File: src/rtl/uart_port_arbiter_pkg.sv
// Shared types and constants for the UART data-port arbiter.
// Latency: n/a (declarations only).
// Backpressure: n/a.
package uart_port_arbiter_pkg;

  typedef enum logic [1:0] {
    ST_IDLE  = 2'd0,
    ST_LOAD  = 2'd1,
    ST_WRITE = 2'd2
  } tx_state_t;

  localparam logic [31:0] UART_DAT_EMPTY = 32'hFFFF_FFFF;

  // Round-robin successor of a requester index.
  function automatic logic [2:0] next_idx(input logic [2:0] idx, input int nreq);
    return (int'(idx) == nreq - 1) ? 3'd0 : idx + 3'd1;
  endfunction

endpackage

File: src/rtl/uart_port_arbiter_rr_pick.sv
// Round-robin picker: first set request at or above ptr, wrapping mod NREQ.
// Latency: combinational.
// Backpressure: none; ptr must be below NREQ.
module rr_pick #(
  parameter int NREQ = 4
) (
  input  logic [NREQ-1:0] req,
  input  logic [2:0]      ptr,
  output logic [2:0]      gnt_idx,
  output logic            any
);

  function automatic int wrap(input int s);
    return (s >= NREQ) ? s - NREQ : s;
  endfunction

  // Scan from the farthest offset down so the closest request to ptr wins.
  always_comb begin
    gnt_idx = '0;
    any     = |req;
    for (int off = NREQ - 1; off >= 0; off--) begin
      if (req[wrap(int'(ptr) + off)]) gnt_idx = 3'(wrap(int'(ptr) + off));
    end
  end

endmodule

File: src/rtl/uart_port_arbiter.sv
// Shares the simpleuart data port among NREQ TX streams; forwards RX bytes to one consumer.
// Latency: TX 2 cycles from idle, 1 cycle when locked; RX 1 cycle from capture to rx_valid.
// Backpressure: TX stalls on uart_dat_wait; RX holds one byte until rx_ready, UART is not popped meanwhile.
module uart_port_arbiter
  import uart_port_arbiter_pkg::*;
#(
  parameter int NREQ    = 4,
  parameter int TIMEOUT = 1024
) (
  input  logic                clk,
  input  logic                resetn,
  input  logic [NREQ-1:0]     req_valid,
  input  logic [8*NREQ-1:0]   req_data,
  input  logic [NREQ-1:0]     req_last,
  output logic [NREQ-1:0]     req_ready,
  output logic [2:0]          grant_id,
  output logic                busy,
  output logic                uart_dat_we,
  output logic [31:0]         uart_dat_di,
  input  logic                uart_dat_wait,
  output logic                uart_dat_re,
  input  logic [31:0]         uart_dat_do,
  output logic                rx_valid,
  output logic [7:0]          rx_data,
  input  logic                rx_ready
);

  localparam int CW = (TIMEOUT > 0) ? $clog2(TIMEOUT + 1) : 1;
  localparam logic [CW-1:0] CNT_LAST = (TIMEOUT > 0) ? CW'(TIMEOUT - 1) : '0;

  tx_state_t     state, state_nxt;
  logic [2:0]    rr_ptr;
  logic [7:0]    tx_hold;
  logic          hold_last;
  logic [CW-1:0] idle_cnt;
  logic [2:0]    pick_idx;
  logic          pick_any;
  logic          gnt_valid;
  logic          timeout_hit;
  logic          accept;

  rr_pick #(.NREQ(NREQ)) u_pick (
    .req     (req_valid),
    .ptr     (rr_ptr),
    .gnt_idx (pick_idx),
    .any     (pick_any)
  );

  assign gnt_valid   = req_valid[grant_id];
  assign timeout_hit = (TIMEOUT != 0) && (idle_cnt == CNT_LAST);
  assign accept      = !uart_dat_wait;
  assign uart_dat_di = {24'd0, tx_hold};

  always_ff @(posedge clk) begin
    if (!resetn) state <= ST_IDLE;
    else         state <= state_nxt;
  end

  always_comb begin
    state_nxt = state;
    case (state)
      ST_IDLE:  if (pick_any) state_nxt = ST_LOAD;
      ST_LOAD: begin
        if (gnt_valid)        state_nxt = ST_WRITE;
        else if (timeout_hit) state_nxt = ST_IDLE;
      end
      ST_WRITE: if (accept) state_nxt = hold_last ? ST_IDLE : ST_LOAD;
      default:  state_nxt = ST_IDLE;
    endcase
  end

  always_comb begin
    busy        = (state != ST_IDLE);
    uart_dat_we = (state == ST_WRITE);
  end

  // req_ready is registered, so it pulses in the first WRITE cycle after the byte is latched.
  always_ff @(posedge clk) begin
    if (!resetn) begin
      grant_id  <= '0;
      rr_ptr    <= '0;
      tx_hold   <= '0;
      hold_last <= 1'b0;
      idle_cnt  <= '0;
      req_ready <= '0;
    end else begin
      req_ready <= '0;
      if (state != ST_LOAD) idle_cnt <= '0;
      case (state)
        ST_IDLE: if (pick_any) grant_id <= pick_idx;
        ST_LOAD: begin
          if (gnt_valid) begin
            tx_hold   <= req_data[8*grant_id +: 8];
            hold_last <= req_last[grant_id];
            req_ready <= NREQ'(1) << grant_id;
            idle_cnt  <= '0;
          end else begin
            if (idle_cnt != '1) idle_cnt <= idle_cnt + CW'(1);
            if (timeout_hit)    rr_ptr   <= next_idx(grant_id, NREQ);
          end
        end
        ST_WRITE: if (accept && hold_last) rr_ptr <= next_idx(grant_id, NREQ);
        default: ;
      endcase
    end
  end

  // A byte stays visible on uart_dat_do for the cycle after the pop; the re guard skips it.
  always_ff @(posedge clk) begin
    if (!resetn) begin
      rx_valid    <= 1'b0;
      rx_data     <= '0;
      uart_dat_re <= 1'b0;
    end else begin
      uart_dat_re <= 1'b0;
      if (rx_valid && rx_ready) begin
        rx_valid <= 1'b0;
      end else if (!rx_valid && !uart_dat_re && uart_dat_do[31:8] == 24'd0) begin
        rx_data     <= uart_dat_do[7:0];
        rx_valid    <= 1'b1;
        uart_dat_re <= 1'b1;
      end
    end
  end

endmodule

File: config.mk
export PLATFORM = sky130hd
export DESIGN_NAME = uart_port_arbiter
export DESIGN_NICKNAME = d
export VERILOG_FILES = /design/src/rtl/uart_port_arbiter_pkg.sv /design/src/rtl/uart_port_arbiter_rr_pick.sv /design/src/rtl/uart_port_arbiter.sv
export SDC_FILE = /design/constraint.sdc
export NUM_CORES = 1
export LEC_CHECK = 0
export ABC_CLOCK_PERIOD_IN_PS = 3000
export BUFFER_PORTS_ARGS = -buffer_cell sky130_fd_sc_hd__buf_2
export CORE_ASPECT_RATIO = 0.5
export CORE_UTILIZATION = 45
export DETAILED_ROUTE_END_ITERATION = 8
export GPL_ROUTABILITY_DRIVEN = 0
export PLACE_DENSITY = 0.78
export SYNTH_ARGS = -nofsm -noshare
export SYNTH_HDL_FRONTEND = slang
export SYNTH_HIERARCHICAL = 1
export SYNTH_SLANG_ARGS = --single-unit
File: constraint.sdc
create_clock -name clk -period 3 [get_ports clk]
set_clock_uncertainty 0.15 [all_clocks]
set_input_delay 0.15 -clock clk [delete_from_list [all_inputs] [get_ports clk]]
set_output_delay 0.15 -clock clk [all_outputs]
set_load 0.05 [all_outputs]
# Word level (Yosys, flattened, before mapping)
# Index checks and enable logic that the tools add are counted.
[word_totals] reg_bits=42 inputBits=76 out_inout_bits=51 word_cells=103
[op_classes] add_sub_neg=9 n_lt_le_gt_ge=9 eq_ne=12 n_shift=2 n_mux=40 bitwise_logic=2 n_reduce_logical=19
[ops] cell="less-than comparator 32 x 4 -> 1 bit (second input constant)" n=4
[ops] cell="2-to-1 mux 32 bit" n=4
[ops] cell="greater-or-equal comparator 32 x 4 -> 1 bit (second input constant)" n=3
[ops] cell="subtractor 32 x 4 -> 32 bit (second input constant)" n=3
[ops] cell="2-to-1 mux 11 bit" n=4
[ops] cell="indexed part select 32 x 7 -> 8 bit" n=1
[ops] cell="zero test 24 bit" n=1
[ops] cell="2-to-1 mux 3 bit" n=8
[ops] cell="binary-select mux 1 bit (select 2 bit)" n=6
[ops] cell="2-to-1 mux 1 bit" n=12
[ops] cell="adder 11 x 1 -> 11 bit (second input constant)" n=1
[ops] cell="== test 11 x 10 -> 1 bit (second input constant)" n=1
[ops] cell="!= test 11 bit (second input constant)" n=1
[ops] cell="adder 3 x 2 -> 4 bit (second input constant)" n=2
[ops] cell="2-to-1 mux 2 bit" n=4
[ops] cell="!= test 2 bit (second input constant)" n=4
[ops] cell="one-hot mux 2 bit (3 select lines)" n=1
[ops] cell="one-hot mux 3 bit (2 select lines)" n=1
[ops] cell="AND reduction 2 bit" n=3
[ops] cell="AND reduction 3 bit" n=2
[ops] cell="adder 3 x 1 -> 4 bit (second input constant)" n=1
[ops] cell="logical AND 1 bit" n=4
[ops] cell="!= test 2 x 1 -> 1 bit (second input constant)" n=2
[ops] cell="AND reduction 4 bit" n=1
[ops] cell="other kinds (15)" n=19

# Logic depth before layout (Yosys ltp)
[depth] word_depth=10 ltp_mapped=10 depth_no_buf=8

# By module
# The synthesis kept the hierarchy.
[modules_own_cells] module="uart_port_arbiter" n_inst=1 cells_per_inst=245 area_each_um2=2293.4 seq_area_each_um2=840.8
[modules_own_cells] module="rr_pick" n_inst=1 cells_per_inst=37 area_each_um2=309.0 seq_area_each_um2=0.0

# Worst setup path before layout
# OpenSTA, ideal clock, no wires.
[synth_timing] path_kind="reg2reg" startpoint="register rr_ptr[0]" endpoint="register grant_id[2]" setup_ns=0.128 arrival_ns=2.035 t_required_ns=2.722 slack_ns=0.687 stages_incl_launch_ff=11 path_buffers=2 synth_period_minus_slack_ns=2.313 path_cell_list="dfxtp_1 buf_4 inv_1 ha_1 buf_6 mux2_4 o31ai_4 a21oi_2 o311a_1 a21oi_1 nor2_1"
[synth_via] elab_chain_cells=10 word_cells_on_any_way=31 cone_classes="7 x add/sub; 4 x order compare; 20 x mux"
[synth_lines] item="start, declared" line_no="uart_port_arbiter.sv:32" rtl="logic [2:0] rr_ptr;"
[synth_lines] item="start signal, assigned" line_no="uart_port_arbiter.sv:99" rtl="if (timeout_hit) rr_ptr <= next_idx(grant_id, NREQ);"
[synth_lines] item="start signal, assigned" line_no="uart_port_arbiter.sv:102" rtl="ST_WRITE: if (accept && hold_last) rr_ptr <= next_idx(grant_id, NREQ);"
[synth_lines] item="adder 3 x 2 -> 4 bit" line_no="uart_port_arbiter_rr_pick.sv:22" rtl="if (req[wrap(int'(ptr) + off)]) gnt_idx = 3'(wrap(int'(ptr) + off));"
[synth_lines] item="subtractor 32 x 4 -> 32 bit or greater-or-equal comparator 32 x 4 -> 1 bit (tied branches)" line_no="uart_port_arbiter_rr_pick.sv:14" rtl="return (s >= NREQ) ? s - NREQ : s;"
[synth_lines] item="2-to-1 mux 32 bit" line_no="uart_port_arbiter_rr_pick.sv:14"
[synth_lines] item="binary-select mux 1 bit (select 2 bit)" line_no="uart_port_arbiter_rr_pick.sv:22"
[synth_lines] item="2-to-1 mux 1 bit (implied by the code) (2 in a row)" line_no="uart_port_arbiter_rr_pick.sv:22"
[synth_lines] item="2-to-1 mux 3 bit (3 in a row)" line_no="uart_port_arbiter_rr_pick.sv:22"
[synth_lines] item="2-to-1 mux 3 bit *" line_no="uart_port_arbiter_rr_pick.sv:22"
[synth_lines] item="net pick_idx[2]" line_no="uart_port_arbiter.sv:36" rtl="logic [2:0] pick_idx;"
[synth_lines] item="end signal, assigned" line_no="uart_port_arbiter.sv:90" rtl="ST_IDLE: if (pick_any) grant_id <= pick_idx;"
[synth_lines] item="end, declared" line_no="uart_port_arbiter.sv:16" rtl="output logic [2:0] grant_id,"
# Mark *: on every way through the listed nets, which the timed path passes. The rest lies on a longest branch. The select of a mux whose other input is x is not followed.
# A chain may end at the register's enable or synchronous reset.

# Worst setup path after layout
# Ends and elaborated chain as after synthesis.

==> impl_summary.log <==
INFO  metric post_cts_setup_repair_buffer_count = 0
INFO  metric yosys.area.top_type_share = 32.3%
INFO  metric worst-path-max-fanout = 10
INFO  metric pin_count = about 130
INFO  metric run_status = finished, final reports clean
INFO  metric antenna-diode-count = 0
INFO  metric finish.instance_area = ~3300 um2
INFO  metric crit_chain = inv_1 -> ha_1 -> mux2_4 -> o31ai_4 -> a21oi_2 -> o311a_1 -> a21oi_1 -> nor2_1
INFO  metric rrSetupSlack = ~0.31 ns
INFO  metric sequential_cell_area = 841 um2
INFO  metric power.density_cell_area = 490 nW/um2
INFO  metric critical-path-slowest-cell = sky130_fd_sc_hd__dfxtp_1
INFO  metric synthDominantAreaCellType = sky130_fd_sc_hd__dfxtp_1
INFO  metric worst-slew-pin-transition = 0.806 ns
INFO  metric placed_area = 3010 um2
INFO  metric routed-via-count = 2514
INFO  metric netlist_area = 2600 um2
INFO  metric worst-endpoint-arrival = 2.68 ns
INFO  metric tritoncts_clock_tree = built
INFO  metric r2r_cells = 8
INFO  metric layout_cell_share_with_drive_strength_beyond_1 = 36.5%
INFO  metric iteration_0_drc_count_of_the_detailed_router = 148
INFO  metric drt_drc_violations_left = 0
INFO  metric first_global_vias = 2347
INFO  metric cp_data_required_time = 2.99 ns
INFO  metric min_period = 2.69 ns
INFO  metric max_slew_margin = 46.2%
INFO  metric netlist-cell-type-count = 57
INFO  metric setup_viol = 0
INFO  metric cts.path.max_buffers = 2
INFO  metric worst_setup_path_startpoint = rr_ptr[0]$_SDFFE_PN0P_
INFO  metric totalPowerFinal = between 1.5 and 2 mW
INFO  metric endpoint_kind = flip-flop
INFO  metric core_area = 5520 um2
INFO  metric nNetsFinal = 463
INFO  metric detail_route.first_pass.iterations = 4
INFO  metric insertion_delay = 0.28 ns
INFO  metric critPathMaxStageDelay = 0.54 ns
INFO  metric timing.hold.worst.class = in2reg
INFO  metric route.detailed.vias_per_inst = 5.50
INFO  metric rsz0062_at_grt = no
INFO  metric overflow = 0
INFO  metric setup.worst_path.class = reg2reg
INFO  metric fill_cells = 468
INFO  metric cts.htree.levels = 2
INFO  metric worst_r2r_startpoint = rr_ptr[0]$_SDFFE_PN0P_
INFO  metric syn_area_per_cell = 9.23 um2
INFO  metric floorplan.die.height = 55.8 um
INFO  metric power.net_switching = 0.450 mW
INFO  metric drt_wirelength = around 6.6 mm
INFO  metric path_clk_slew = 0.06 ns
INFO  metric port_buffer_count = 102
INFO  metric timing_max_transition_violations_final = 0
INFO  metric fmaxAchievable = 372 MHz
INFO  metric wire_per_inst = ~14 um
INFO  metric intPower = 1.16 mW
INFO  metric cts_buf_count = 5
INFO  metric multi_input_gate_area_in_the_final_layout = about 1500 um2
INFO  metric yosys_register_bits = 42
INFO  metric die_width = 110 um
INFO  metric die_area = a little over 6000 um2
INFO  metric root_buffer = sky130_fd_sc_hd__clkbuf_16
INFO  metric p_sw_share = 27.9%
INFO  metric route.antenna.remaining_nets = 0
INFO  metric fp-row-count = 19
INFO  metric clock_sinks = 42
INFO  metric vdd_drop_max = 0.271 mV
INFO  metric hold_viol = 0
INFO  metric holdPathStages = 3
INFO  metric synth_cells = about 280
INFO  metric share_comb_of_total_power = 20.0%
INFO  metric cap_viol_max_count = 0
INFO  metric ys_warn_count = 6
INFO  metric dpl.cell_count = 440
INFO  metric finalCritPeriodShare = 89.7%
INFO  metric first_pass_grt_wire_length = 10.6 mm
INFO  metric syn_to_final_growth = 26.4%
INFO  metric share_clk_of_total_power = between 40% and 50%
INFO  metric netlist_top_cells_area = sky130_fd_sc_hd__dfxtp_1 (32%), sky130_fd_sc_hd__mux4_2 (9.5%), sky130_fd_sc_hd__buf_4 (7.5%), sky130_fd_sc_hd__a21oi_1 (5.4%), sky130_fd_sc_hd__mux2i_1 (4.2%)
INFO  metric grt_start_max_net_pins = 26
INFO  metric initial_antenna_violation_count = 0
INFO  metric power.static_leakage = 1.42 nW
INFO  metric synth.yosys.seq_area_share = 32.3%
INFO  metric holdPathEnd = state[1]$_SDFFE_PN0P_
INFO  metric crit_path_start_kind = flip-flop
INFO  metric fin_cells = 457
INFO  metric globalRouteTotalUtil = 22.2%
INFO  metric rr_endpoint = grant_id[2]$_SDFFE_PN0P_
INFO  metric initial_util = 47.2%
INFO  metric seqPwrFrac = 36.4%
INFO  metric tns = 0 ns
INFO  metric dp_hpwl = 4.95 mm
INFO  metric start_point_of_the_worst_min_delay_path = uart_dat_wait
state kept, by name, summed over array words and instances, names as in the netlist:
register and count:
rr_ptr 3, hold_last 1, uart_dat_re 1, rx_valid 1
req_ready 4, rx_data 8, state 2, grant_id 3
idle_cnt 11, tx_hold 8
cell usage in the layout, fill, tap and decap left out, drive strengths merged, types with 6 or more instances in the layout:
| cell type | count |
|---|---|
| inv | 8 |
| a21oi | 29 |
| nand4 | 13 |
| mux2i | 11 |
| nand2 | 23 |
| o21ai | 12 |
| dfxtp | 42 |
| mux4 | 11 |
| nand3 | 12 |
| nor2 | 10 |
| conb | 24 |
| nor4 | 7 |
| buf | 104 |
| nor3 | 6 |
| dlygate4sd3 | 9 |
area by class of cell:
class                      count  area share [%]
multi-input combinational    213            46.2
inverter                       8           0.913
sequential                    42            25.6
tap                           73            2.78
clock buffer                   5            3.80
timing repair buffer         113            18.7
clock inverter                 3            2.09
worst max-delay path: cells and delay by family (launching register included):
| kind | cells | cell delay (ns) |
|---|---|---|
| flops | 1 | 0.54 |
| mux | 1 | 0.36 |
| fa+ha+maj | 1 | 0.51 |
| compound gates | 4 | 0.71 |
| simple gates | 1 | 0.05 |
| buf+inv | 1 | 0.22 |
Yosys cell counts (all sizes together):
library cell / number
nor2b: 3
ha: 4
inv: 8
nor4: 7
nor2: 10
a311oi: 2
nand2: 23
o311a: 1
and3: 2
o31ai: 1
mux2i: 11
o22ai: 2
o21a: 1
a31oi: 5
xnor2: 1
o21ai: 12
nor3b: 1
nor4b: 1
o22a: 1
buf: 36
nand2b: 2
nand3: 12
or2: 2
a21oi: 29
a41oi: 1
nand4: 13
conb: 1
mux2: 3
mux4: 11
xor2: 1
nor3: 6
or3b: 1
nand3b: 1
a21o: 1
a22o: 1
or3: 2
a211oi: 4
o211ai: 4
and4: 3
or2b: 1
clkbuf: 6
dfxtp: 42
and3b: 2
and2b: 1
cells by family (layout without fill, tap and decap cells):
| family | count (synthesis) | after routing | synth area share, % |
|---|---|---|---|
| and+or+nand+nor | 93 | 93 | 19.7 |
| AOI/OAI and AO/OA | 65 | 65 | 17.4 |
| buffers and inverters | 50 | 129 | 12.6 |
| DFF | 42 | 42 | 32.3 |
| muxes | 25 | 25 | 15.2 |
| adders and majority gates | 4 | 4 | 1.92 |
| xor gates and xnor gates | 2 | 2 | 0.673 |
| other | 1 | 24 | 0.144 |
timing repair:
item / CTS / global route
gates resized for setup: 0 / 0
hold endpoints to repair: 9 / 0
hold buffers: 9 / 0
power by group through the flow:
stage | combinational, mW | clock [mW] | sequential, mW
final | 0.323 | 0.702 | 0.588
after global routing | 0.345 | 0.733 | 0.590
after CTS | 0.323 | 0.705 | 0.588
after detailed placement | 0.312 | 0 | 0.600
after global placement | 0.305 | 0 | 0.599
after floorplan | 0.228 | 0 | 0.626
stage by stage:
stage          hold slack [ns]  util (%)  setup slack, ns
6_report                0.0442      59.7            0.310
5_1_grt                 0.0565      59.7            0.159
4_1_cts                 0.0450      59.7            0.341
3_5_place_dp             0.205      54.5            0.362
3_3_place_gp             0.201      54.5            0.497
2_1_floorplan           0.0986         -            0.687
how the worst max path moves through the flow:
stage	end	slack (ns)	depth (start not counted)
3_5_place_dp	grant_id[2]$_SDFFE_PN0P_	0.36	8
6_report	grant_id[2]$_SDFFE_PN0P_	0.31	8
2_1_floorplan	grant_id[2]$_SDFFE_PN0P_	0.69	10
3_3_place_gp	grant_id[2]$_SDFFE_PN0P_	0.50	8
5_1_grt	grant_id[2]$_SDFFE_PN0P_	0.16	8
4_1_cts	grant_id[2]$_SDFFE_PN0P_	0.34	8
routing by layer:
metal  routed length [um]  global-route usage [%]  vias up  part of all wire (%)
met3                  368                    4.92       14                   5.6
met2                 3420                    39.8       93                    52
met1                 2690                    26.1     1208                    41
met4                  104                    7.43        0                   1.6
li1                     -                       -     1199                     -
met5                    0                       0        -                     0
(Power assumes the default switching activity.)
